File: src/rtl/alu_issue.sv
// alu_issue: decode/issue register feeding the ALU (ports: clk/rst, in_* handshake + instr/operands, flush, out_* issued op, halted, issue_count)
module alu_issue #(
  parameter int CNT_W = 16
) (
  input  logic             clk,
  input  logic             rst,
  input  logic             in_valid,
  output logic             in_ready,
  input  logic [15:0]      in_instr,
  input  logic [15:0]      in_rs_data,
  input  logic [15:0]      in_rt_data,
  input  logic             flush,
  output logic             out_valid,
  input  logic             out_ready,
  output logic [4:0]       out_op,
  output logic             out_sign,
  output logic [15:0]      out_a,
  output logic [15:0]      out_b,
  output logic             out_illegal,
  output logic             halted,
  output logic [CNT_W-1:0] issue_count
);
  localparam logic [0:0] RUN = 1'b0, HALTED = 1'b1;
  logic [0:0] state;
  logic [4:0] opc, op;
  logic [1:0] fn;
  logic [15:0] a, b, imm5s, imm5z, imm8s, imm8z, imm11s;
  logic ill, accept, ack;
  assign opc = in_instr[15:11];
  assign fn = in_instr[1:0];
  assign imm5s = {{11{in_instr[4]}}, in_instr[4:0]};
  assign imm5z = {11'd0, in_instr[4:0]};
  assign imm8s = {{8{in_instr[7]}}, in_instr[7:0]};
  assign imm8z = {8'd0, in_instr[7:0]};
  assign imm11s = {{5{in_instr[10]}}, in_instr[10:0]};
  assign halted = state == HALTED;
  assign in_ready = !halted && (!out_valid || out_ready);
  assign accept = in_valid && in_ready;
  assign ack = out_valid && out_ready;
  always_comb begin
    op = 5'd28;
    ill = 1'b0;
    a = '0;
    b = '0;
    casez (opc)
      5'b11011: begin op = {3'b000, fn}; a = in_rs_data; b = in_rt_data; end
      5'b11010: begin op = {3'b001, fn}; a = in_rs_data; b = in_rt_data; end
      5'b111??: begin op = {3'b011, opc[1:0]}; a = in_rs_data; b = in_rt_data; end
      // 01010/01011 (XORI/ANDNI style) take a zero-extended immediate
      5'b010??: begin op = {3'b000, opc[1:0]}; a = in_rs_data; b = opc[1] ? imm5z : imm5s; end
      5'b101??: begin op = {3'b001, opc[1:0]}; a = in_rs_data; b = imm5s; end
      5'b10000: begin op = 5'd8; a = in_rs_data; b = imm5s; end
      5'b10001: begin op = 5'd9; a = in_rs_data; b = imm5s; end
      5'b10011: begin op = 5'd10; a = in_rs_data; b = imm5s; end
      5'b11001: begin op = 5'd11; a = in_rs_data; end
      5'b01100: begin op = 5'd16; a = in_rs_data; b = imm8s; end
      5'b01101: begin op = 5'd17; a = in_rs_data; b = imm8s; end
      5'b01110: begin op = 5'd18; a = in_rs_data; b = imm8s; end
      5'b11000: begin op = 5'd19; b = imm8s; end
      5'b10010: begin op = 5'd20; a = in_rs_data; b = imm8z; end
      5'b00100: begin op = 5'd21; b = imm11s; end
      5'b00110: begin op = 5'd22; b = imm11s; end
      5'b00101: begin op = 5'd23; a = in_rs_data; b = imm8s; end
      5'b00111: begin op = 5'd24; a = in_rs_data; b = imm8s; end
      5'b00010: op = 5'd26;
      5'b00011: op = 5'd27;
      5'b00001: op = 5'd28;
      5'b00000: op = 5'd29;
      default: ill = 1'b1;
    endcase
  end
  always_ff @(posedge clk) begin
    if (rst) begin
      state <= RUN;
      out_valid <= 1'b0;
      out_op <= 5'd28;
      out_sign <= 1'b0;
      out_a <= '0;
      out_b <= '0;
      out_illegal <= 1'b0;
      issue_count <= '0;
    end else begin
      // flush squashes both the held op and anything accepted this cycle
      if (flush) out_valid <= 1'b0;
      else if (accept) begin
        out_valid <= 1'b1;
        out_op <= op;
        out_sign <= op != 5'd15;
        out_a <= a;
        out_b <= b;
        out_illegal <= ill;
        if (op == 5'd29) state <= HALTED;
      end else if (ack) out_valid <= 1'b0;
      if (ack && !(&issue_count)) issue_count <= issue_count + 1'b1;
    end
  end
endmodule
File: config.mk
export PLATFORM = sky130hd
export DESIGN_NAME = alu_issue
export DESIGN_NICKNAME = d
export VERILOG_FILES = /design/src/rtl/alu_issue.sv
export SDC_FILE = /design/constraint.sdc
export NUM_CORES = 1
export LEC_CHECK = 0
export CORE_MARGIN = 3
export CORE_UTILIZATION = 48
export DETAILED_ROUTE_END_ITERATION = 10
export PLACE_DENSITY = 0.86
export SLEW_MARGIN = 20
export SYNTH_ARGS = -nofsm -noshare
export SYNTH_HDL_FRONTEND = slang
export SYNTH_SLANG_ARGS = --single-unit
File: constraint.sdc
create_clock -name clk -period 4.5 [get_ports clk]
set_clock_uncertainty 0.2 [all_clocks]
set_input_delay 0.675 -clock clk [delete_from_list [all_inputs] [get_ports clk]]
set_output_delay 0.675 -clock clk [all_outputs]
set_load 0.01 [all_outputs]
# Yosys cells after proc, flatten, opt, wreduce, memory -nomap -nowiden
# Cells that the tools add are included.
# totals
regBits	57
elab_cells	60
in_bits	53
# op_classes
n_mux	7
n_addsub	1
reduce_logical	20
n_eq_ne	23
n_bitwise	1
# ops
operator	count
5-bit one-hot mux with 21 select lines	1
16-bit one-hot mux with 6 select lines	1
5-bit == test (second input constant)	9
16-bit two-way mux	2
22-bit OR reduction	1
5-bit by 3-bit == test with 1-bit output (second input constant)	4
16-bit by 1-bit adder with 16-bit output (second input constant)	1
16-bit AND reduction	1
5-bit by 4-bit == test with 1-bit output (second input constant)	3
15-bit OR reduction	1
5-bit by 2-bit == test with 1-bit output (second input constant)	2
3-bit == test (second input constant)	2
6-bit OR reduction	1
5-bit by 1-bit == test with 1-bit output (second input constant)	1
5-bit zero test	1
5-bit by 4-bit != test with 1-bit output (second input constant)	1
1-bit logical AND	4
2-bit OR reduction	2
4-bit OR reduction	1
3-bit by 2-bit == test with 1-bit output (second input constant)	1
1-bit zero test	3
1-bit two-way mux	3
3-bit AND reduction	1
3-bit OR reduction	1
other kinds (4)	4

# Depth between registers and ports, before layout
# depth
word_depth	5
depth_mapped	8

# Worst setup path after synthesis
# No wires, ideal clock.
# synth_path
kind	input -> register
startpoint	in in_instr[13]
endpoint	reg out_b[11]
required_time_ns	4.234
setup_time_ns	0.066
path_slack_ns	2.321
arrival_ns	1.913
path_stages	8
path_cell_list	buf_2 -> o211a_1 -> buf_6 -> a311oi_4 -> o211a_4 -> buf_8 -> a21oi_2 -> a21oi_2
# synth_between
elab_chain_cells	3
word_cells_on_any_way	22
cone_classes	eq/ne (17); mux (1); reduce/logical (4)
# synth_rtl
element	line	text
start, declared	9	input logic [15:0] in_instr,
5-bit by 3-bit == test with 1-bit output (tied with other cells)	45	casez (opc)
6-bit OR reduction (no source line) (tied with other cells)	n/a	
16-bit one-hot mux with 6 select lines (*)	45	
end signal, assigned	79	out_b <= '0;
end signal, assigned	90	out_b <= b;
end, declared	18	output logic [15:0] out_b,
# Every way passes the cells marked *; elsewhere a longest branch is shown, timed or not.
# A chain may end at the register's enable or synchronous reset.

# Final worst setup path
# layout_path
startpoint	in in_instr[15]
endpoint	reg out_b[8]
# The elaborated chain is that of the path after synthesis.

==> flow_metrics.env <==
export IMPL_drt_vias_per_instance=5.73
export IMPL_critPathBufInv=1
export IMPL_synthToLayoutAreaGrowth_pct=43.4
export IMPL_p_per_area_nw_per_um2=288
export IMPL_synth_edf_count=0
export IMPL_worstPathCellList="clkdlybuf4s50_1, o211a_1, a311oi_4, o211a_4, a22oi_1, o21ai_1"
export IMPL_cp_start_kind="input pin"
export IMPL_core_area_sq_um=5680
export IMPL_min_path_type="reg -> reg"
export IMPL_antenna_found_initial=0
export IMPL_maxCapViolCount=0
export IMPL_endpoint_kind="flop"
export IMPL_syn_inst=332
export IMPL_period_share_pct=66.0
export IMPL_yosysTopAreaCell="dfxtp_1"
export IMPL_cts_htree_levels=3
export IMPL_synthArstFlopShare_pct=0
export IMPL_cts_buffer_depth=2
export IMPL_period_minus_slack_ns=2.97
export IMPL_yosys_area_top_type_share_pct=39.4
export IMPL_drt_first_pass_iters=4
export IMPL_yosysSeqAreaShare_pct=39.4
export IMPL_row_count=27
export IMPL_cts_tree="yes"
export IMPL_clk_latency_ns=0.32
export IMPL_nets=484
export IMPL_vdd_drop_max_uv=214
export IMPL_required_ns=4.49
export IMPL_crit_family="compound AO/OA/AOI/OAI gates"
export IMPL_die_area_sq_um=7010
export IMPL_die_width_um=83.7
export IMPL_hold_ws_ns=0.263
export IMPL_wl_mm=8.24
export IMPL_cp_slowest_cell="clkdlybuf4s50_1"
export IMPL_antenna_cells=0
export IMPL_dpl_cell_area_sq_um=3970
export IMPL_hold_buffers=0
export IMPL_drive_gt1_share_pct=8.97
export IMPL_io_pins=111
export IMPL_die_h_um=83.7
export IMPL_ys_ff_latch=57
export IMPL_portBuffers=110
export IMPL_cp_slowest_stage_delay_ns=0.92
export IMPL_drc_errors=0
export IMPL_arrival_ns=2.96
export IMPL_p_leak_nw=1.51
export IMPL_path_clk_slew_ns=0.06
export IMPL_path_max_fanout=23
export IMPL_syn_nets=386
export IMPL_hold_viol=0
export IMPL_globalplace_congestion=0.915
export IMPL_syn_area_per_cell_sq_um=8.73
export IMPL_slew_headroom_pct=52.9
export IMPL_clock_sinks=57
export IMPL_fin_area_sq_um=4150
export IMPL_setup_violations=0
export IMPL_vias=2907
export IMPL_max_freq_mhz=337
export IMPL_numCtsBuffers=9
export IMPL_postRouteAntennaNets=0
export IMPL_synth_area_leaders="dfxtp_1 (39%), nor2_1 (5.8%), a22oi_1 (4.7%)"
export IMPL_status="finished clean"
export IMPL_grt_pass1_wl_mm=13.8
export IMPL_grt_pass1_vias=2813
export IMPL_root_buffer="clkbuf_8"
export IMPL_track_usage_pct=23.7
export IMPL_synth_ff_type="dfxtp_1"
export IMPL_postCtsResizedCells=0
export IMPL_finalMaxSlewViolations=0
export IMPL_synth_warnings=0
export IMPL_critical_path_class="in -> reg"
export IMPL_grt_max_degree=30
export IMPL_ys_types=60
export IMPL_cts_setup_buffers=0
export IMPL_syn_area_sq_um=2900
export IMPL_routedWlPerCell_um=16.2
export IMPL_fin_setup_tns_ns=0
export IMPL_detail_route_iter0_violations=230
export IMPL_worstMarginPinSlew_ns=0.704
export IMPL_grt_overflow=0
export IMPL_rsz0062_at_grt="no"
export IMPL_initial_utilization_pct=51.1
export IMPL_detailed_place_hpwl_mm=6.09
-- per-layer routing --
| metal | track usage [%] | part of all wire, % | wire, um |
|---|---|---|---|
| met1 | 30.2 | 43 | 3540 |
| met2 | 35.9 | 45 | 3730 |
| met3 | 8.49 | 10 | 829 |
| met4 | 10.4 | 1.6 | 133 |
| met5 | 0 | 0 | 0 |
-- where the power goes --
group / switching, mW / internal [mW] / leakage [nW]
sequential: 0.0110 / 0.522 / 0.463
clock: 0.187 / 0.270 / 0.0974
combinational: 0.0994 / 0.107 / 0.952
total: 0.297 / 0.899 / 1.51
-- metrics by stage --
stage | instances | util [%] | setup WS (ns) | power (mW)
after global routing | 507 | 73.2 | 1.35 | 1.25
final | 507 | 73.2 | 1.53 | 1.20
after detailed placement | 491 | 69.9 | 1.26 | 0.750
after CTS | 507 | 73.2 | 1.60 | 1.21
after global placement | 491 | 69.9 | 1.33 | 0.746
after floorplan | 332 | - | 2.32 | 0.652
-- worst paths after layout --
kind	startpoint	cells past startpoint	endpoint	slack, ns
hold / removal	out_op[1]$_SDFFE_PP0P_	2	out_op[1]$_SDFFE_PP0P_	0.26
hold reg to reg	out_op[1]$_SDFFE_PP0P_	2	out_op[1]$_SDFFE_PP0P_	0.26
setup / recovery	in_instr[15]	6	out_b[8]$_SDFFE_PP0P_	1.53
setup reg to reg	issue_count[0]$_SDFFE_PP0P_	6	issue_count[15]$_SDFFE_PP0P_	2.45
-- worst min-delay path, cell delays in order (launching register included) --
cell and delay [ns]:
dfxtp_1 0.31, nand2_1 0.05, a21oi_1 0.06
-- kinds of logic (layout without fill, tap and decap cells) --
| logic type | Yosys count | after routing | synth area share (%) |
|---|---|---|---|
| DFF | 57 | 57 | 39.4 |
| adders and majority gates | 1 | 1 | 0.432 |
| muxes | 2 | 2 | 0.691 |
| xor gates and xnor gates | 11 | 11 | 3.32 |
| and+or+nand+nor | 118 | 118 | 19.9 |
| AOI/OAI and AO/OA | 108 | 108 | 29.8 |
| buffers and inverters | 35 | 138 | 6.48 |
-- layout by cell type, fill, tap and decap left out, types with 2 or more instances in the layout --
cell type / count
o21ai_0: 8
nand2_1: 23
mux2i_1: 2
clkdlybuf4s50_1: 110
o221ai_1: 2
o211ai_1: 3
nand3b_1: 3
a21oi_1: 12
o211a_1: 3
o31ai_1: 3
nand4_1: 6
nand4bb_1: 2
xnor2_1: 7
clkbuf_1: 3
nor4_1: 2
nand2b_1: 3
buf_4: 5
clkbuf_8: 10
a22o_1: 5
a21oi_2: 12
nand3_1: 9
nor3_1: 8
dfxtp_1: 57
clkinv_2: 2
and4_1: 3
xor2_1: 4
and3_1: 4
o21ai_1: 4
and2_1: 3
nor2_1: 45
o22ai_1: 3
a221oi_1: 11
a31oi_1: 3
inv_1: 6
a211oi_1: 5
nor2b_1: 3
a22oi_1: 18
-- final cells by class --
type	count	area [sq um]
Fill cell	428	1520
Clock buffer	13	149
Sequential cell	57	1140
Tap cell	72	90.1
Inverter	7	26.3
Timing Repair Buffer	115	1140
Multi-Input combinational cell	240	1570
Clock inverter	3	40.0
-- registers in the layout, summed over array words and instances, names as in the netlist --
register / cells
issue_count: 16
out_a: 16
out_b: 16
out_op: 5
halted: 1
out_illegal: 1
out_sign: 1
out_valid: 1
-- synthesized netlist by cell type, drive strengths merged (7+ instances only) --
cell type,number
nor3,9
buf,17
nor2,45
a221oi,12
nand3,9
inv,7
xnor2,7
clkbuf,11
a21oi,24
a22oi,19
dfxtp,57
o21ai,13
nand2,23
Power figures use the tool's default switching activity.
